$ cat src/rtl/ma_decim_fifo.sv
// Decimator plus show-ahead FIFO behind the moving-average filter.
// Optional drop counter enabled by `MA_DECIM_DROP_CNT_EN`.
module ma_decim_fifo #(
    parameter int unsigned WIDTH = 16,
    parameter int unsigned DECIM = 4,
    parameter int unsigned DEPTH = 8,
    parameter int unsigned AW    = 3
) (
    input  logic                    clk,
    input  logic                    rst_n,
    input  logic                    in_valid,
    input  logic signed [WIDTH-1:0] in_sample,
    input  logic                    clear,
    output logic                    out_valid,
    input  logic                    out_ready,
    output logic signed [WIDTH-1:0] out_sample,
    output logic [AW:0]             fifo_level,
    output logic                    overflow,
    output logic [15:0]             drop_cnt
);

    localparam logic [7:0]  PhLast   = 8'(DECIM - 1);
    localparam logic [AW:0] LvlFull  = (AW + 1)'(DEPTH);

    logic [7:0]       ph_q, ph_d;
    logic [AW-1:0]    wr_ptr_q, wr_ptr_d, rd_ptr_q, rd_ptr_d;
    logic [AW:0]      level_q, level_d;
    logic             ovf_q, ovf_d;
    logic [WIDTH-1:0] mem [DEPTH];
    logic             keep, pop, full, push, drop, wr_en;

    assign out_valid  = (level_q != '0);
    assign fifo_level = level_q;
    assign overflow   = ovf_q;
    // Empty FIFO reads as zero so the head is never X after reset.
    assign out_sample = out_valid ? mem[rd_ptr_q] : '0;

    always_comb begin
        keep     = in_valid && (ph_q == 8'd0);
        pop      = out_valid && out_ready;
        full     = (level_q == LvlFull);
        push     = keep && (!full || pop);
        drop     = keep && full && !pop;
        wr_en    = push && !clear;
        ph_d     = ph_q;
        wr_ptr_d = wr_ptr_q;
        rd_ptr_d = rd_ptr_q;
        level_d  = level_q;
        ovf_d    = ovf_q;
        if (clear) begin
            ph_d     = '0;
            wr_ptr_d = '0;
            rd_ptr_d = '0;
            level_d  = '0;
            ovf_d    = 1'b0;
        end else begin
            if (in_valid) begin
                ph_d = (ph_q == PhLast) ? 8'd0 : ph_q + 8'd1;
            end
            if (push) begin
                wr_ptr_d = wr_ptr_q + AW'(1);
            end
            if (pop) begin
                rd_ptr_d = rd_ptr_q + AW'(1);
            end
            unique case ({push, pop})
                2'b10:   level_d = level_q + (AW + 1)'(1);
                2'b01:   level_d = level_q - (AW + 1)'(1);
                default: level_d = level_q;
            endcase
            if (drop) begin
                ovf_d = 1'b1;
            end
        end
    end

    always_ff @(posedge clk or negedge rst_n) begin
        if (!rst_n) begin
            ph_q     <= '0;
            wr_ptr_q <= '0;
            rd_ptr_q <= '0;
            level_q  <= '0;
            ovf_q    <= 1'b0;
        end else begin
            ph_q     <= ph_d;
            wr_ptr_q <= wr_ptr_d;
            rd_ptr_q <= rd_ptr_d;
            level_q  <= level_d;
            ovf_q    <= ovf_d;
        end
    end

    always_ff @(posedge clk) begin
        if (wr_en) begin
            mem[wr_ptr_q] <= in_sample;
        end
    end

`ifdef MA_DECIM_DROP_CNT_EN
    logic [15:0] drop_cnt_q, drop_cnt_d;

    always_comb begin
        drop_cnt_d = drop_cnt_q;
        if (clear) begin
            drop_cnt_d = '0;
        end else if (drop && (drop_cnt_q != 16'hFFFF)) begin
            drop_cnt_d = drop_cnt_q + 16'd1;
        end
    end

    always_ff @(posedge clk or negedge rst_n) begin
        if (!rst_n) begin
            drop_cnt_q <= '0;
        end else begin
            drop_cnt_q <= drop_cnt_d;
        end
    end

    assign drop_cnt = drop_cnt_q;
`else
    assign drop_cnt = 16'h0000;
`endif

endmodule

$ cat config.mk
export PLATFORM = sky130hd
export DESIGN_NAME = ma_decim_fifo
export DESIGN_NICKNAME = d
export VERILOG_FILES = /design/src/rtl/ma_decim_fifo.sv
export SDC_FILE = /design/constraint.sdc
export NUM_CORES = 1
export LEC_CHECK = 0
export ABC_AREA = 1
export CAP_MARGIN = 20
export CORE_UTILIZATION = 61
export DETAILED_ROUTE_END_ITERATION = 12
export PLACE_DENSITY_LB_ADDON = 0.08
export SLEW_MARGIN = 5
export SYNTH_ARGS = -nofsm -noshare
export SYNTH_HDL_FRONTEND = slang
export SYNTH_SLANG_ARGS = --single-unit
$ cat constraint.sdc
create_clock -name clk -period 5.1 [get_ports clk]
set_input_delay 1.02 -clock clk [delete_from_list [all_inputs] [get_ports clk]]
set_output_delay 1.02 -clock clk [all_outputs]
set_load 0.01 [all_outputs]
==> results of run 1 <==
-- cells by family after synthesis --
kind of cell               count (synthesis)
adders and majority gates                  7
xor gates and xnor gates                   1
buffers and inverters                     62
AOI/OAI and AO/OA                        122
other                                      1
muxes                                     16
and+or+nand+nor                          174
DFF                                      147
-- stage by stage --
step,cells,util (%),worst slack (ps),power (mW)
3_5_place_dp,693,69.2,1580,2.40
6_report,725,74.8,1060,3.55
5_1_grt,725,74.8,859,3.72
3_3_place_gp,693,69.2,1660,2.37
4_1_cts,725,74.8,1020,3.57
2_1_floorplan,545,-,2010,2.04
-- cells in the final DEF, fill, tap and decap left out, drive strengths merged --
cell / count
bufinv: 2
o22ai: 16
nand2: 37
clkbuf: 18
clkdlybuf4s50: 42
nand4: 1
a21o: 2
nand3: 11
nor2: 114
fa: 1
a211oi: 1
nor3: 11
clkinv: 11
mux2i: 16
a21oi: 12
inv: 23
xnor2: 1
ha: 6
edfxtp: 128
buf: 12
dfrtp: 19
clkinvlp: 1
o21ai: 91
conb: 16
-- per-layer routing --
metal | vias to the layer above | wire length [um]
met2 | 150 | 6270
li1 | 1950 | -
met4 | 0 | 174
met5 | - | 0
met3 | 19 | 824
met1 | 2006 | 5300
-- cell type report --
class	count	area, um^2	area share [%]
clock buffer	18	418	5.63
clock inverter	14	138	1.86
multi-input combinational	336	1780	24.0
inverter	23	86.3	1.16
tap	133	166	2.24
timing repair buffer	54	510	6.88
sequential	147	4320	58.2
-- worst max-delay path by stage --
| stage | to | startpoint |
|---|---|---|
| global placement | out_sample[2] | rd_ptr_q[0] |
| global route | out_sample[3] | rd_ptr_q[0] |
| CTS | out_sample[3] | rd_ptr_q[0] |
| floorplan | mem[3][0] | in_valid |
| finish | out_sample[3] | rd_ptr_q[0] |
| detailed placement | mem[2][0] | in_valid |
-- state kept, by name, indices dropped and copies added, names as in the netlist --
| register | flops |
|---|---|
| mem | 128 |
| ph_q | 8 |
| fifo_level | 4 |
| rd_ptr_q | 3 |
| wr_ptr_q | 3 |
| overflow | 1 |
-- where the power goes --
group / switching, mW / total (mW) / internal (mW)
clock network: 0.474 / 1.17 / 0.692
logic: 0.580 / 0.992 / 0.411
registers: 0.0449 / 1.39 / 1.35
-- cells in the mapped netlist --
cell type	count	area [um^2]
xnor2_1	1	8.76
o21ai_0	77	385
fa_1	1	20.0
nand2_1	29	109
mux2i_1	16	160
dfrtp_1	19	475
a21oi_1	10	50.1
buf_4	19	143
clkinv_1	1	3.75
o22ai_1	16	100
nand4_1	1	6.26
a21oi_2	1	8.76
ha_1	6	75.1
nand2_2	5	31.3
a21o_1	2	15.0
o21ai_1	14	70.1
inv_2	4	15.0
a21oi_4	1	16.3
a211oi_1	1	7.51
conb_1	1	3.75
nor2_4	3	33.8
edfxtp_1	128	3840
buf_2	11	55.1
nor2_1	109	409
nor3_1	11	55.1
nand2_4	3	33.8
clkbuf_1	8	30.0
inv_1	18	67.6
nand3_1	8	40.0
nand3_2	3	30.0
nor2_2	2	12.5
clkbuf_2	1	5.00
-- worst max-delay path: stages, from the launching register on --
cell and delay [ps]:
dfrtp_2 400, inv_1 720, buf_4 370, o21ai_0 120, o21ai_1 90, o21ai_0 110, nor2_1 120, clkdlybuf4s50_1 530
==> metrics.md, run 1 <==
| Metric | Value |
|---|---|
| Status | finished clean |
| Post-route setup TNS | 0 ps |
| Sequential cell area fraction in the yosys report | roughly two thirds |
| Placed cell areas | approximately 7000 um^2 |
| Post-route ant nets | 0 |
| Routed Wire Length | about 13000 um |
| CORE AREA | 9910 um^2 |
| Setup slack, reg-to-reg | between 2000 and 3000 ps |
| Slew margin rel. | 33.6% |
| CTS clk-pin slew, worst paths | around 60 ps |
| Gr busiest metal | met2 |
| CP Capture Type | output pin |
| GRT Resource Usage Total | about a quarter |
| Met3 GRT Util | 5.73% |
| R2r endpoint | mem[2][15] |
| Clock Sinks | 147 |
| WP data arrival | around 3000 ps |
| Clock skew | 7.63 ps |
| Vias | just over 4000 |
| # hold bufs at CTS | 0 |
| Worst-Skew Late Latency | around 530 ps |
| Post-synthesis register bit count | around 150 |
| Post-DP HPWL | 7730 um |
| Post-synthesis xor/xnor area fraction | 0.139% |
| Filler cells | 664 |
| Cts repair resizes | 0 |
| Worst vdd ir | roughly 0.0004 V |
| GR Overflow Total | 0 |
| Hold Path End | overflow |
| Hold Path Stages | 2 |
| Final instance area | approximately 7400 um^2 |
| Clock period minus worst slack | 4040 ps |
| Initial Util | roughly 64% |
| Final hold vios | 0 |
| Simple-gate portion of the synthesized area | between 10% and 20% |
| Final Max Slew Viols | 0 |
| Hold Path Origin | overflow |
| Max cap viols | 0 |
| Wirelength per Cell | around 17 um |
| Fin Hold WS | around 500 ps |
| Root buffer cell | clkbuf_8 |
| CTS Buffer Depth | 2 |
| Hold Crit Class | flop to flop |
| # IOs | 59 |
| Avg Vias per Cell | approximately 5.7 |
| DRT iter0 DRCs | between 200 and 300 |
| Postcts setup bufs | 0 |
| Pwr/cell area | between 400 and 500 nW/um^2 |
| CP Launch Type | flop |
| Die outline height | slightly above 100 um |
| Worst R2R Path Depth | 11 |
| Met1 track demand over resource | about a third |
| Initial antenna violation count | 0 |
| Die width | 104 um |
| Compound-gate portion of the synthesized area | around a tenth |
| RSZ-0062 raised after global routing | false |
| Distinct cells, synth | 32 |
| Largest family of logic cells by synthesized area | simple AND/OR/NAND/NOR gates |
| Area growth syn-to-layout | 17.4% |
| Post-route DRC | 0 |
| YS warnings | 0 |
| Fin crit share | roughly four fifths |
| First-pass GRT wire length | a little over 20000 um |
| Mapped Area | 6320 um^2 |
| N_diodes | 0 |
| Syn_area_per_cell | 11.9 um^2 |
| Worst Max-Slew Pin Slew | slightly below 1000 ps |
| Max FO, Critical Path | 33 |
| Drt first pass iters | 5 |
| Mux cell area share after synthesis | approximately 2.5% |
| Final #Nets | 607 |
| Number of port buffers | 42 |
| Vias in the first global route | between 3000 and 4000 |
| Leakage | 2.66 nW |
| Met2 Use GR | 41.7% |
| Worst Setup Path Type | flop to output pin |
| Share of cells above drive strength 1 | about an eighth |
| Crit Reg-Reg Startpoint | ph_q[0] |
| Final setup viols | 0 |
| Total Die Area | between 10000 and 15000 um^2 |
| CP required | 4080 ps |
| Row cnt | 36 |
| CTS tree | yes |
| H-tree Lvls | 4 |
| Cell count after synthesis | 530 |
| Num CTS Buffers | 17 |
| Largest net degree at the start of global routing | 66 |
| Adder-Cell Fraction of Synth Area | about 1.5% |
| Routability cong. | 0.805 |
| Achievable Freq | around 0.25 GHz |
(Power assumes the default switching activity.)
==> run 2: changes to the inputs <==
--- a/config.mk
+++ b/config.mk
@@ -7,7 +7,7 @@
 export LEC_CHECK = 0
 export ABC_AREA = 1
 export CAP_MARGIN = 20
-export CORE_UTILIZATION = 61
+export CORE_UTILIZATION = 52
 export DETAILED_ROUTE_END_ITERATION = 12
 export PLACE_DENSITY_LB_ADDON = 0.08
 export SLEW_MARGIN = 5
==> constraint.sdc (replaced) <==
create_clock -name clk -period 3.3 [get_ports clk]
set_input_delay 0.66 -clock clk [delete_from_list [all_inputs] [get_ports clk]]
set_output_delay 0.66 -clock clk [all_outputs]
set_load 0.01 [all_outputs]
==> run 2 against run 1 <==
  * The run now ends with design-rule violations left
  * Design area increased by 1.7%
  * Clock skew up 0.84 ps
  * Critical path depth down 1
  * Register-to-register slack got worse by 1400 ps
  * Via count down 1.6%
  * Sequential cell count unchanged
  * Clock-buffer cell count is the same
  * Combinational power up 57%
  * Hold slack worse by 12 ps
  * Setup slack worse by 890 ps
==> metrics.md, run 2 (same netlist as run 1, synthesis figures left out) <==
| Metric | Value |
|---|---|
| Post-DP HPWL | 7680 um (-0.62%) |
| Routed Wire Length | 12800 um (+1.9%) |
| DRT iter0 DRCs | 239 (-19%) |
| Die outline height | 112 um (+8.1%) |
| Post-route setup TNS | 0 ps (unchanged) |
| WP buf/inv | 2 (-1) |
| Achievable Freq | about 0.32 GHz |
| Crit-path slowest cell | dfrtp_4 |
| Clock Sinks | 147 (unchanged) |
| Clock skew | 8.47 ps (+0.841 ps) |
| Slew margin rel. | 36.6% (+3.0 points) |
| Post-route DRC | 3 (+3) |
| Worst Setup Path Type | flop to output pin |
| Max cap viols | 0 (unchanged) |
| Crit-path cells | buf_4, o21ai_0, o21ai_0, o21ai_0, nor2_1, clkdlybuf4s50_1 |
| Worst R2R Path Depth | 13 (+2) |
| Failing checks | design-rule violations |
| Worst-Skew Late Latency | 420 ps (-110 ps) |
| Crit-path max cell delay | 620 ps (-100 ps) |
| # IOs | 59 (unchanged) |
| Hold Path End | overflow |
| Fin crit share | between 90% and 100% |
| Setup slack, reg-to-reg | 1200 ps (-1370 ps) |
| First-pass GRT wire length | 20600 um (-0.17%) |
| Status | complete, but fails checks |
| GRT Resource Usage Total | 22.1% (-3.2 points) |
| CTS Buffer Depth | 2 (unchanged) |
| Initial antenna violation count | 0 (unchanged) |
| Sw Share | 30.1% (-0.83 points) |
| Cell family with most CP delay | buffers and inverters |
| Vias in the first global route | 4004 (+0.88%) |
| Root buffer cell | clkbuf_16 |
| N_diodes | 0 (unchanged) |
| CP required | 2640 ps (-1440 ps) |
| R2r endpoint | fifo_level[3] |
| Reg with most FFs | mem |
| Worst vdd ir | 0.000372 V (-8.7%) |
| CP Launch Type | flop |
| CTS clk-pin slew, worst paths | 50 ps (about the same) |
| Pwr/cell area | 748 nW/um^2 (+56%) |
| Crit path top cell by count | o21ai_0 |
| Clock period minus worst slack | ~3100 ps |
| Hold Crit Class | flop to flop |
| Vias | 4061 (-1.6%) |
| CP Capture Type | output pin |
| Power Internal | 3.94 mW (+61%) |
| Seq pwr share | 38.4% (-0.8 points) |
| Die width | 112 um (+8.1%) |
| H-tree Lvls | 4 (unchanged) |
| Postcts setup bufs | 0 (unchanged) |
| GR Overflow Total | 0 (unchanged) |
| Number of port buffers | 42 (unchanged) |
| Final Max Slew Viols | 0 (unchanged) |
| Max FO, Critical Path | 34 (+3.0%) |
| Final #Nets | 613 (+0.99%) |
| Clock Power Share | 33.9% (+1.1 points) |
| Routability cong. | 0.788 (-2.1%) |
| Initial Util | 54.4% (-9.4 points) |
| Max reg flops | 128 (unchanged) |
| Hold Path Stages | 2 (unchanged) |
| Worst Max-Slew Pin Slew | 948 ps (-46.3 ps) |
| Final setup viols | 0 (unchanged) |
| Largest net degree at the start of global routing | 45 (-32%) |
| Finished Core Util | 64.9% (-9.9 points) |
| Psw | 1.70 mW (+55%) |
| Final hold vios | 0 (unchanged) |
| Wirelength per Cell | 17.3 um (-0.28%) |
| Post-route ant nets | 0 (unchanged) |
| Area growth syn-to-layout | 19.3% |
| CORE AREA | 11600 um^2 (+17%) |
| WP data arrival | 2460 ps (-560 ps) |
| Total Die Area | 12600 um^2 (+17%) |
| Hold Path Origin | overflow |
| Non-Filler Instances | 741 (+2.2%) |
| Row cnt | 39 (+8.3%) |
| CTS tree | yes |
| Num CTS Buffers | 17 (unchanged) |
| Drt first pass iters | 10 (+5) |
| Most common cell after layout, fill and taps aside | edfxtp_1 |
| Leakage | 2.71 nW (+1.8%) |
| Avg Vias per Cell | 5.48 (-3.7%) |
| Crit Reg-Reg Startpoint | ph_q[0] |
| Share of cells above drive strength 1 | 13.2% (+1.2 points) |
| Most frequent cells in the layout | 128 x edfxtp_1, 109 x nor2_1, 77 x o21ai_0, 42 x clkdlybuf4s50_1, 29 x nand2_1 |
| Cells after DPL | 709 (+2.3%) |
| RSZ-0062 raised after global routing | false |
| Comb power frac | 27.7% (-0.2 points) |
run 2: repair_timing:
action                                  in CTS  in global routing
endpoints found under the setup margin       0                  5
hold buffers                                 0                  0
endpoints found under the hold margin        0                  0
gates resized for setup                      0                  2
run 2: per-layer routing:
metal  track usage [%]  part of all wire [%]  up-vias  routed length, um
li1                  -                     -     1960                  -
met1              29.3                    46     2007               5890
met2              35.2                    49       79               6220
met3              4.59                   3.8       15                484
met4              10.7                   1.7        0                214
met5                 0                     0        -                  0
run 2: worst max-delay path by stage:
stage / start / to / slack (ps) / cells after the start
after floorplan: in_valid / mem[3][0] / 570 / 8
after global placement: rd_ptr_q[1] / out_sample[11] / 590 / 6
after detailed placement: rd_ptr_q[1] / out_sample[14] / 570 / 6
after CTS: rd_ptr_q[1] / out_sample[5] / 30 / 6
after global routing: rd_ptr_q[0] / out_sample[7] / 50 / 7
final: rd_ptr_q[1] / out_sample[5] / 180 / 6
run 2: through the flow:
stage / hold WS [ps] / power (mW) / worst slack (ps) / area [um^2]
after floorplan: 364 / 3.15 / 566 / 6380
after global placement: 481 / 3.73 / 590 / 6950
after global routing: 547 / 5.92 / 45.9 / 7540
final: 489 / 5.64 / 178 / 7540
after CTS: 499 / 5.67 / 26.8 / 7530
after detailed placement: 487 / 3.76 / 572 / 6950
run 2: power by group through the flow:
stage | combinational (mW) | sequential, mW | clock (mW)
6_report | 1.56 | 2.17 | 1.91
5_1_grt | 1.73 | 2.18 | 2.01
4_1_cts | 1.57 | 2.17 | 1.94
3_5_place_dp | 1.55 | 2.20 | 0
3_3_place_gp | 1.53 | 2.20 | 0
2_1_floorplan | 0.965 | 2.18 | 0
run 2: tightest hold or removal path, stage by stage, from the launching register on:
cell	delay [ps]
dfrtp_1	330
nor2_1	50
nor2_1	70
run 2: layout make-up:
class,count,area [um^2]
clock buffer,18,429
clock inverter,14,160
fill,912,4070
inverter,23,86.3
multi-input combinational,336,1780
sequential,147,4320
tap,143,179
timing repair buffer,60,584
